## config.mk

```make
export PLATFORM = sky130hd
export DESIGN_NAME = sram_rr_arbiter
export DESIGN_NICKNAME = d
export VERILOG_FILES = /design/src/rtl/sram_rr_arbiter.sv
export SDC_FILE = /design/constraint.sdc
export NUM_CORES = 1
export LEC_CHECK = 0
export CORE_AREA = 2 2 132 134
export DETAILED_ROUTE_END_ITERATION = 6
export DIE_AREA = 0 0 134 136
export HOLD_SLACK_MARGIN = 0.12
export PLACE_DENSITY_LB_ADDON = 0.3
export REMOVE_ABC_BUFFERS = 1
export SYNTH_ARGS = -nofsm -noshare
export SYNTH_HDL_FRONTEND = slang
export SYNTH_SLANG_ARGS = --single-unit
```

## constraint.sdc

```tcl
create_clock -name clk -period 3.55 [get_ports clk]
set_input_delay 0.71 -clock clk [delete_from_list [all_inputs] [get_ports clk]]
set_output_delay 0.71 -clock clk [all_outputs]
set_load 0.02 [all_outputs]
```

## src/rtl/sram_rr_arbiter.sv

```systemverilog
// Round-robin arbiter sharing one SRAM port between NUM_REQ requesters, with
// bounded locked bursts and a tag pipeline that routes read data back to its issuer.
module sram_rr_arbiter #(
    parameter int NUM_REQ   = 4,
    parameter int ADDR_W    = 16,
    parameter int DATA_W    = 32,
    parameter int SRAM_LAT  = 1,
    parameter int MAX_BURST = 16
) (
    input  logic                        clk,
    input  logic                        reset_n,
    input  logic [NUM_REQ-1:0]          req_valid,
    input  logic [NUM_REQ-1:0]          req_lock,
    input  logic [NUM_REQ-1:0]          req_we,
    input  logic [NUM_REQ*ADDR_W-1:0]   req_addr,
    input  logic [NUM_REQ*DATA_W-1:0]   req_wdata,
    output logic [NUM_REQ-1:0]          req_ready,
    output logic [NUM_REQ-1:0]          rsp_valid,
    output logic [DATA_W-1:0]           rsp_data,
    output logic                        sram_write_enable,
    output logic [ADDR_W-1:0]           sram_write_address,
    output logic [DATA_W-1:0]           sram_write_data,
    output logic [ADDR_W-1:0]           sram_read_address,
    input  logic [DATA_W-1:0]           sram_read_data,
    output logic                        busy
);
    localparam int IDX_W = (NUM_REQ > 1) ? $clog2(NUM_REQ) : 1;
    localparam int CNT_W = $clog2(MAX_BURST + 1);
    localparam logic [IDX_W:0] NUM_REQ_W = (IDX_W + 1)'(NUM_REQ);

    typedef enum logic {
        ST_OPEN   = 1'b0,
        ST_LOCKED = 1'b1
    } state_t;

    state_t             state_q, state_d;
    logic [IDX_W-1:0]   ptr_q, ptr_d;
    logic [IDX_W-1:0]   owner_q, owner_d;
    logic [CNT_W-1:0]   burst_cnt_q, burst_cnt_d;
    logic               we_q, we_d;
    logic [ADDR_W-1:0]  waddr_q, waddr_d;
    logic [ADDR_W-1:0]  raddr_q, raddr_d;
    logic [DATA_W-1:0]  wdata_q, wdata_d;
    logic [NUM_REQ-1:0] tag_issue_q, tag_issue_d;
    logic [NUM_REQ-1:0] tag_pipe_q [SRAM_LAT];
    logic [NUM_REQ-1:0] tag_pipe_d [SRAM_LAT];

    logic [ADDR_W-1:0]  addr_arr  [NUM_REQ];
    logic [DATA_W-1:0]  wdata_arr [NUM_REQ];
    logic               grant_any;
    logic [IDX_W-1:0]   grant_idx;
    logic [IDX_W-1:0]   grant_idx_inc;
    logic [IDX_W:0]     cand_sum;
    logic               inflight;

    genvar gi;
    generate
        for (gi = 0; gi < NUM_REQ; gi++) begin : g_req
            assign addr_arr[gi]  = req_addr[gi*ADDR_W +: ADDR_W];
            assign wdata_arr[gi] = req_wdata[gi*DATA_W +: DATA_W];
            // Gated by reset_n so no requester sees a grant while reset is applied.
            assign req_ready[gi] = reset_n && grant_any && (grant_idx == IDX_W'(gi));
        end
    endgenerate

    // Descending scan so the last hit is the first valid requester at or after ptr_q.
    always_comb begin
        grant_any = 1'b0;
        grant_idx = '0;
        cand_sum  = '0;
        if (state_q == ST_LOCKED) begin
            grant_any = req_valid[owner_q];
            grant_idx = owner_q;
        end else begin
            for (int off = NUM_REQ - 1; off >= 0; off--) begin
                cand_sum = {1'b0, ptr_q} + (IDX_W + 1)'(off);
                if (cand_sum >= NUM_REQ_W) begin
                    cand_sum = cand_sum - NUM_REQ_W;
                end
                if (req_valid[cand_sum[IDX_W-1:0]]) begin
                    grant_any = 1'b1;
                    grant_idx = cand_sum[IDX_W-1:0];
                end
            end
        end
    end

    assign grant_idx_inc = (grant_idx == IDX_W'(NUM_REQ - 1)) ? '0 : grant_idx + 1'b1;

    always_comb begin
        state_d     = state_q;
        ptr_d       = ptr_q;
        owner_d     = owner_q;
        burst_cnt_d = burst_cnt_q;
        we_d        = 1'b0;
        waddr_d     = waddr_q;
        wdata_d     = wdata_q;
        raddr_d     = raddr_q;
        tag_issue_d = req_ready & ~req_we;
        if (grant_any) begin
            if (req_we[grant_idx]) begin
                we_d    = 1'b1;
                waddr_d = addr_arr[grant_idx];
                wdata_d = wdata_arr[grant_idx];
            end else begin
                raddr_d = addr_arr[grant_idx];
            end
            case (state_q)
                ST_OPEN: begin
                    if (req_lock[grant_idx]) begin
                        state_d     = ST_LOCKED;
                        owner_d     = grant_idx;
                        burst_cnt_d = CNT_W'(1);
                    end else begin
                        ptr_d = grant_idx_inc;
                    end
                end
                default: begin
                    // The beat that would reach MAX_BURST releases regardless of req_lock.
                    if (!req_lock[grant_idx] || (burst_cnt_q == CNT_W'(MAX_BURST - 1))) begin
                        state_d     = ST_OPEN;
                        burst_cnt_d = '0;
                        ptr_d       = grant_idx_inc;
                    end else begin
                        burst_cnt_d = burst_cnt_q + 1'b1;
                    end
                end
            endcase
        end
    end

    always_comb begin
        tag_pipe_d[0] = tag_issue_q;
        for (int j = 1; j < SRAM_LAT; j++) begin
            tag_pipe_d[j] = tag_pipe_q[j-1];
        end
    end

    // The final pipe stage is the response itself, so it does not count as in flight.
    always_comb begin
        inflight = |tag_issue_q;
        for (int j = 0; j < SRAM_LAT - 1; j++) begin
            inflight = inflight | (|tag_pipe_q[j]);
        end
    end

    always_ff @(posedge clk or negedge reset_n) begin
        if (!reset_n) begin
            state_q     <= ST_OPEN;
            ptr_q       <= '0;
            owner_q     <= '0;
            burst_cnt_q <= '0;
            we_q        <= 1'b0;
            waddr_q     <= '0;
            wdata_q     <= '0;
            raddr_q     <= '0;
            tag_issue_q <= '0;
            for (int j = 0; j < SRAM_LAT; j++) begin
                tag_pipe_q[j] <= '0;
            end
        end else begin
            state_q     <= state_d;
            ptr_q       <= ptr_d;
            owner_q     <= owner_d;
            burst_cnt_q <= burst_cnt_d;
            we_q        <= we_d;
            waddr_q     <= waddr_d;
            wdata_q     <= wdata_d;
            raddr_q     <= raddr_d;
            tag_issue_q <= tag_issue_d;
            for (int j = 0; j < SRAM_LAT; j++) begin
                tag_pipe_q[j] <= tag_pipe_d[j];
            end
        end
    end

    assign rsp_valid          = tag_pipe_q[SRAM_LAT-1];
    assign rsp_data           = sram_read_data;
    assign sram_write_enable  = we_q;
    assign sram_write_address = waddr_q;
    assign sram_write_data    = wdata_q;
    assign sram_read_address  = raddr_q;
    assign busy               = (state_q == ST_LOCKED) || inflight;

endmodule

```

### After elaboration in Yosys (flattened, before gate mapping)

Index checks and enable logic that the tools add are counted.

* output and inout bits: 106
* word-level logic and storage cells: 107
* register bits: 83

* reduce and logical (&&, ||, !) cells: 16
* order comparisons: 11
* bitwise operators: 5
* eq/ne operators: 6
* multiplexer cells: 50
* add/subtract/negate cells: 9

Operators by type and width (number)
* $bmux W32 S2: 1
* $mux W32: 2
* $mux W2: 17
* $bmux W16 S2: 1
* $mux W16: 2
* $lt A2 B3 Y1 const B: 6
* $mux W1: 17
* $mux W5: 3
* $bmux W1 S2: 7
* $ge A3 B3 Y1 const B: 4
* $sub A2 B1 Y2 const B: 4
* $add A2 B2 Y3 const B: 2
* $reduce_and A2 Y1: 3
* $reduce_and A3 Y1: 2
* $add A5 B1 Y5 const B: 1
* $eq A5 B4 Y1 const B: 1
* $logic_and A1 B1 Y1: 5
* $and A4 B4 Y4: 1
* $eq A2 B2 Y1 const B: 2
* $not A4 Y4: 1
* $reduce_or A4 Y1: 1
* $add A2 B1 Y3 const B: 1
* $ge A2 B3 Y1 const B: 1
* $not A2 Y3: 1
* other kinds (9): 11

### Depth between registers and ports, before layout

Gate-level depths: netlist (run 1).

* depth in word-level cells: 17
* gate-level depth with buffers: 12
* gate-level depth less buffers: 8

### Worst setup path after synthesis (run 1)

OpenSTA, ideal clock, no wires.

* path type: in2out
* from: input req_valid[0]
* to: output req_ready[3]
* arrival: 2.273 ns
* stages: 7
* path slack: 0.567 ns
* buffers on the path: 2
* path through: nor2b_1 > o21ai_0 > and3_1 > buf_6 > clkbuf_1 > ha_1 > and2_1

* word-level cells in the longest chain between the ends: 9
* elaborated cells between the ends (all ways): 23

RTL lines
* start, declared: RTL line 12 `input logic [NUM_REQ-1:0] req_valid,`
* $bmux W1 S2: RTL line 80 `if (req_valid[cand_sum[IDX_W-1:0]]) begin`
* $mux W1 (implied by the code): RTL line 80
* $mux W2 (3 in series): RTL line 80
* $mux W2 (*): RTL line 80
* $mux W2 (*): RTL line 71 `if (state_q == ST_LOCKED) begin`
* via grant_idx[1]: RTL line 51 `logic [IDX_W-1:0] grant_idx;`
* $eq A2 B2 Y1 (*): RTL line 62 `assign req_ready[gi] = reset_n && grant_any && (grant_idx == IDX_W'(gi));`
* $logic_and A1 B1 Y1 (*): RTL line 62
* end, declared: RTL line 17 `output logic [NUM_REQ-1:0] req_ready,`

The timed path passes the listed nets; every way through them passes the cells marked *. The select of a mux whose other input is x is not followed.

### Worst setup path in the final report (run 1)

* from: input req_valid[2]
* to: output req_ready[2]

Same word-level chain as after synthesis.

==> results of run 1 <==
## where the power goes
group | switching, W | internal, W | leakage [nW]
combinational | 0.00258 | 0.00280 | 2.73
clock | 0.000361 | 0.000473 | 0.119
sequential | 0.000258 | 0.00143 | 0.996
## layout by cell type, fill, tap and decap left out, types with 2 or more instances in the layout
cell type        synthesis  layout
a21oi_1                  5       5
and2_1                   5       5
buf_12                   0       2
buf_4                   38      22
clkbuf_1                 4       3
clkbuf_16                0       9
clkdlybuf4s50_1          0     274
clkinvlp_4               0       3
dfrtp_1                 83      83
dlygate4sd2_1            0       4
ha_1                     6       6
inv_1                   40      40
inv_4                    1       2
mux2_2                  48      48
mux2_4                   4       4
mux2i_1                160     160
nand2_1                  4       4
nand2b_1                 4       4
nand3_1                  5       5
nand4_1                  3       3
nor2_1                   4       3
nor2b_1                  7       7
nor4_1                   2       2
o21ai_0                  3       3
o2bb2ai_1                3       3
## Yosys cell counts, drive strengths merged
cell type / n / share of area, %
buf: 52 / 7.8
o22ai: 1 / 0.12
o21ai: 4 / 0.37
a211oi: 1 / 0.14
nand3b: 1 / 0.14
xnor2: 1 / 0.16
nand4: 3 / 0.35
mux2: 52 / 11
a22o: 1 / 0.16
nor2: 5 / 0.48
o221a: 1 / 0.21
o221ai: 1 / 0.16
and3: 2 / 0.23
a21oi: 6 / 0.62
inv: 42 / 3.0
a21o: 1 / 0.14
a311o: 1 / 0.18
nor2b: 7 / 0.81
nand3: 6 / 0.65
mux2i: 160 / 30
dfrtp: 83 / 38
and2: 5 / 0.58
a21boi: 1 / 0.14
mux4: 1 / 0.42
nor4: 2 / 0.23
a2bb2o: 1 / 0.18
clkbuf: 4 / 0.28
nand2b: 4 / 0.46
nand2: 4 / 0.28
nor3b: 1 / 0.14
ha: 6 / 1.4
and3b: 2 / 0.32
xor2: 1 / 0.16
o2bb2ai: 3 / 0.48
or2: 1 / 0.12
a31o: 1 / 0.16
## stage by stage
| step | cells | power [W] | worst slack (ns) | area [um2] | hold WS, ns |
|---|---|---|---|---|---|
| floorplan | 412 | 0.00528 | -1.34 | 4980 | 0.354 |
| global placement | 939 | 0.00702 | -0.0703 | 8260 | 0.359 |
| detailed placement | 939 | 0.00717 | -0.155 | 8260 | 0.363 |
| CTS | 955 | 0.00803 | 0.110 | 8520 | 0.377 |
| global route | 955 | 0.00843 | 0.0276 | 8530 | 0.379 |
| finish | 955 | 0.00790 | 0.116 | 8530 | 0.376 |
## area by class of cell
| cell class | count | area, um2 | area share (%) |
|---|---|---|---|
| multi-input combinational | 287 | 2760 | 32.4 |
| clock inverter | 4 | 27.5 | 0.323 |
| sequential | 83 | 2080 | 24.4 |
| clock buffer | 12 | 236 | 2.77 |
| tap | 225 | 282 | 3.30 |
| inverter | 42 | 163 | 1.91 |
| timing repair buffer | 302 | 2980 | 35.0 |
## layer usage
metal / wire length [um] / track usage (%)
met1: 6010 / 18.0
met2: 8320 / 31.5
met3: 1890 / 8.61
met4: 150 / 3.96
met5: 0 / 1.39
## sequential cells by signal, summed over array words and instances, names as in the netlist
signal              flops
rsp_valid               4
ptr_q                   2
state_q                 1
sram_write_data        32
sram_read_address      16
owner_q                 2
sram_write_enable       1
sram_write_address     16
burst_cnt_q             5
tag_issue_q             4
## cells by family (layout without fill, tap and decap cells)
family | after synthesis | after routing | share of synthesized area [%]
mux | 213 | 213 | 41.1
buf+inv | 98 | 360 | 11.1
flops | 83 | 83 | 38.3
simple gates | 43 | 43 | 4.78
compound gates | 23 | 23 | 3.07
fa+ha+maj | 6 | 6 | 1.39
xor+xnor | 2 | 2 | 0.323
## final timing paths
path                       depth (start not counted)                      from                            endpoint  slack, ns
max                                                9              req_valid[2]                        req_ready[2]       0.12
max reg2reg                                        8       state_q$_DFFE_PN0N_     sram_write_data[20]$_DFFE_PN0P_       0.84
min                                                0  tag_issue_q[2]$_DFF_PN0_              rsp_valid[2]$_DFF_PN0_       0.38
min reg2reg                                        0  tag_issue_q[2]$_DFF_PN0_              rsp_valid[2]$_DFF_PN0_       0.38
max in group asynchronous                          3                   reset_n   sram_write_address[6]$_DFFE_PN0P_       2.12
min in group asynchronous                          2                   reset_n  sram_write_address[12]$_DFFE_PN0P_       0.47
## critical path, cell delays in order
cell             delay, ns
clkdlybuf4s50_1       0.49
a21boi_1              0.23
a211oi_2              0.11
o221a_2               0.30
nor2_4                0.18
inv_4                 0.06
ha_1                  0.18
and2_1                0.14
dlygate4sd2_1         0.32
==> summary.md, run 1 <==
| Metric | Value |
|---|---|
| Status | complete, no violations |
| Post-route minimum period | 3.43 ns |
| Post-CTS Setup Bufs | 0 |
| Area grow syn2layout | 57.4% |
| Fillers | 1497 |
| Die Y | 136 um |
| Syn Area/Cell | between 10 and 15 um2 |
| Post-Syn Area | 5420 um2 |
| Final worst path period share | between 90% and 100% |
| Cells after Synth | 468 |
| Antenna Nets Post-Route | 0 |
| LEAKAGE | 3.85 nW |
| Initial antenna violation count | 0 |
| H-tree depth | 3 |
| DRC Markers | 0 |
| Worst skew pair latency | 0.34 ns |
| VDD IR max | 0.000435 V |
| Crit path kind | primary input to primary output |
| First-pass GRT wire length | 24500 um |
| Pwr Density | 926 nW/um2 |
| Die Wd | 134 um |
| CTS tree | done |
| RePlAce Congestion | 0.861 |
| Worst-case clock buffer depth | 2 |
| # diodes | 0 |
| Initial Utilization | 32.1% |
| Critical Path Start Type | primary input |
| CTS root buf | clkbuf_16 |
| Total Wirelength | 16400 um |
| Setup TNS | 0 ns |
| Rel. slew slack | 43.3% |
| Final count of negative-setup-slack endpoints | 0 |
| Via Count | approximately 4.5k |
| Cts bufs inserted | 9 |
| Vias in the first global route | 4725 |
| Drt first-iter violations | 116 |
| Seq cells post-synth | 83 |
| Gr usage total | 17.4% |
| Netlist cell types | 47 |
| NumNets Final | 969 |
| Fmax | 0.291 GHz |
| RSZ-0062 raised after global routing | false |
| Clk pin slew, worst setup/hold paths | ~0.06 ns |
| Post-CTS Resized | 4 |
| FP Rows | between 40 and 50 |
| Vias per inst | 4.69 |
| Post-synthesis sequential area ratio | 38.3% |
| Layout cells sized above 1 | 14.0% |
| Port bufs | 279 |
| Hold crit path type | flip-flop to flip-flop |
| GRT Residual Overflow | 0 |
| IO Pins | 344 |
| CTS Hold Bufs | 0 |
| Number of optimization iterations in the first detailed-route pass | 4 |
| Maximum net fanout on the critical path | 5 |
| Final Core Density | 50.5% |
| Clk_skew | 0.00715 ns |
| Pin count of the biggest net entering global routing | 53 |
| Worst EP arrival | 2.72 ns |
| Synthesis Warnings | 0 |
| HPWL after detailed placement | 13100 um |
| Sinks on Clock Net | 83 |
| Worst-Margin Slew | 0.850 ns |
| Core area | 16900 um2 |
| Max-Cap Viols | 0 |
| Crit end category | primary output |
| Final hold vios | 0 |
| Die area | 18200 um2 |
| WP data required | 2.84 ns |
| Slew Viols, Final | 0 |
| Wire per inst | 17.1 um |
No activity file was read; power rests on OpenSTA's default activity.
==> run 2, diff against run 1 <==
--- a/config.mk
+++ b/config.mk
@@ -5,9 +5,9 @@
 export SDC_FILE = /design/constraint.sdc
 export NUM_CORES = 1
 export LEC_CHECK = 0
-export CORE_AREA = 2 2 132 134
+export CORE_AREA = 2 2 135 137
 export DETAILED_ROUTE_END_ITERATION = 6
-export DIE_AREA = 0 0 134 136
+export DIE_AREA = 0 0 137 139
 export HOLD_SLACK_MARGIN = 0.12
 export PLACE_DENSITY_LB_ADDON = 0.3
 export REMOVE_ABC_BUFFERS = 1
==> constraint.sdc (replaced) <==
create_clock -name clk -period 4.2 [get_ports clk]
set_input_delay 0.84 -clock clk [delete_from_list [all_inputs] [get_ports clk]]
set_output_delay 0.84 -clock clk [all_outputs]
set_load 0.02 [all_outputs]
==> summary.md, run 2 (synthesized netlist as in run 1, its figures left out) <==
| Metric | Value |
|---|---|
| Status | complete, no violations |
| Slew Viols, Final | 0 (unchanged) |
| Setup TNS | 0 ns (unchanged) |
| Final worst path period share | 96.1% |
| GRT busiest layer | met2 |
| Post-route minimum period | slightly above 4 ns |
| CTS root buf | clkbuf_16 |
| Gr usage total | 17.2% (-0.24 points) |
| Initial antenna violation count | 0 (unchanged) |
| Antenna Nets Post-Route | 0 (unchanged) |
| Worst Hold End | rsp_valid[0]$_DFF_PN0_ |
| Critical register-to-register path startpoint | ptr_q[1]$_DFFE_PN0P_ |
| Worst-case clock buffer depth | 2 (unchanged) |
| # diodes | 0 (unchanged) |
| Layout cells sized above 1 | 12.2% (-1.8 points) |
| Port bufs | 279 (unchanged) |
| CTS Hold Bufs | 0 (unchanged) |
| IO Pins | 344 (unchanged) |
| Pin count of the biggest net entering global routing | 53 (unchanged) |
| NumNets Final | 955 (-1.4%) |
| Most frequent cells in the layout | clkdlybuf4s50_1, mux2i_1, dfrtp_1 |
| Post-CTS Resized | 0 (-4) |
| Area grow syn2layout | 56.2% |
| CTS tree | done |
| Fmax | 0.248 GHz |
| Final count of negative-setup-slack endpoints | 0 (unchanged) |
| LEAKAGE | 3.79 nW (-1.5%) |
| H-tree depth | 3 (unchanged) |
| Vias per inst | 4.67 (-0.45%) |
| Clk pin slew, worst setup/hold paths | 0.06 ns (about the same) |
| GRT Residual Overflow | 0 (unchanged) |
| VDD IR max | 0.000552 V (+27%) |
| Worst skew pair latency | 0.34 ns (about the same) |
| Post-CTS Setup Bufs | 0 (unchanged) |
| Worst setup path start | req_valid[2] |
| Die area | 19000 um2 (+4.5%) |
| Met2 usage | 29.6% (-1.8 points) |
| HPWL after detailed placement | 13300 um (+1.5%) |
| RSZ-0062 raised after global routing | false |
| Hold depth | 0 (unchanged) |
| GR Layer Usage met3 | 9.14% (+0.52 points) |
| Total Wirelength | 16700 um (+2.3%) |
| Via Count | 4411 (-1.5%) |
| Final hold vios | 0 (unchanged) |
| R2R depth | 9 (+1) |
| Core area | 17700 um2 (+4.6%) |
| Worst-Margin Slew | 0.864 ns (+0.0133 ns) |
| Leading cell type in the layout, fill and taps excluded | clkdlybuf4s50_1 |
| DRC Markers | 0 (unchanged) |
| Maximum net fanout on the critical path | 8 (+3) |
| Die Y | 139 um (+2.2%) |
| Drt first-iter violations | 90 (-22%) |
| WP data required | 3.36 ns (+0.52 ns) |
| RePlAce Congestion | 0.926 (+7.6%) |
| Worst EP arrival | 3.20 ns (+0.48 ns) |
| Initial Utilization | 30.7% (-1.4 points) |
| Crit path kind | primary input to primary output |
| Worst reg2reg endpoint | sram_write_data[14]$_DFFE_PN0P_ |
| Vias in the first global route | 4572 (-3.2%) |
| FP Rows | 49 (+2.1%) |
| Pwr Density | 793 nW/um2 (-14%) |
| Number of optimization iterations in the first detailed-route pass | 4 (unchanged) |
| Met1 Use GR | 18.3% (+0.28 points) |
| R2R Setup Slk | 1.36 ns (+0.52 ns) |
| Max FFs per register | 32 (unchanged) |
| Cts bufs inserted | 9 (unchanged) |
| Sinks on Clock Net | 83 (unchanged) |
| Die Wd | 137 um (+2.2%) |
| Crit end category | primary output |
| Min Hold Slack | 0.375 ns (-0.000473 ns) |
| Hold crit path type | flip-flop to flip-flop |
| Total Power | 0.00672 W (-15%) |
| Rel. slew slack | 42.4% (-0.89 points) |
| Critical Path Start Type | primary input |
| Wire per inst | 17.7 um (+3.4%) |
| Max-Cap Viols | 0 (unchanged) |
| Clk_skew | 0.00834 ns (+0.00118 ns) |
| First-pass GRT wire length | 25000 um (+2.1%) |
| Min-Delay Startpoint | tag_issue_q[0]$_DFF_PN0_ |
[run 2: cell types whose count changed in the layout (fill, tap and decap cells not counted), moves of 2 or more]
cell | previous run | this run
dlygate4sd2_1 | 4 | 0
clkdlybuf4s50_1 | 274 | 278
clkinv_4 | 0 | 2
clkbuf_1 | 3 | 1
bufinv_16 | 0 | 2
buf_4 | 22 | 9
clkinvlp_4 | 3 | 1
[run 2: worst max-delay path by stage]
stage                                      endpoint  slack, ns  cells after the start
CTS                                    req_ready[2]       0.15                      9
finish                                 req_ready[2]       0.16                      9
global route                           req_ready[3]       0.03                      8
global placement                       req_ready[2]       0.25                      9
floorplan           sram_write_data[10]$_DFFE_PN0P_      -0.82                      7
detailed placement                     req_ready[2]       0.16                      9
[run 2: layout make-up]
| cell class | instances | area (um2) |
|---|---|---|
| clock buffer | 10 | 229 |
| clock inverter | 6 | 90.1 |
| fill | 1600 | 9190 |
| inverter | 42 | 163 |
| multi-input combinational | 287 | 2750 |
| sequential | 83 | 2080 |
| tap | 229 | 287 |
| timing repair buffer | 288 | 2870 |
[run 2: where the power goes]
part           internal [W]  switching (W)
sequential          0.00121       0.000215
clock              0.000522       0.000323
combinational       0.00228        0.00216
[run 2: critical path: stages]
cell             delay, ns
clkdlybuf4s50_1       0.60
and3b_1               0.22
a211oi_1              0.25
o221a_2               0.30
nor2_4                0.07
inv_4                 0.06
ha_1                  0.13
and2_1                0.13
clkdlybuf4s50_1       0.61
[run 2: per-layer routing]
layer / routed length [um] / part of all wire [%]
met1: 5990 / 36
met2: 8380 / 50
met3: 2120 / 13
met4: 147 / 0.88
met5: 104 / 0.62
[run 2: stage by stage]
| step | setup WS, ns | cell area [um2] | instances | utilization, % |
|---|---|---|---|---|
| final | 0.163 | 8460 | 945 | 47.9 |
| after global routing | 0.0252 | 8460 | 945 | 47.9 |
| after CTS | 0.155 | 8460 | 945 | 47.9 |
| after detailed placement | 0.156 | 8150 | 929 | 46.1 |
| after global placement | 0.252 | 8150 | 929 | 46.1 |
| after floorplan | -0.816 | 4980 | 412 | - |
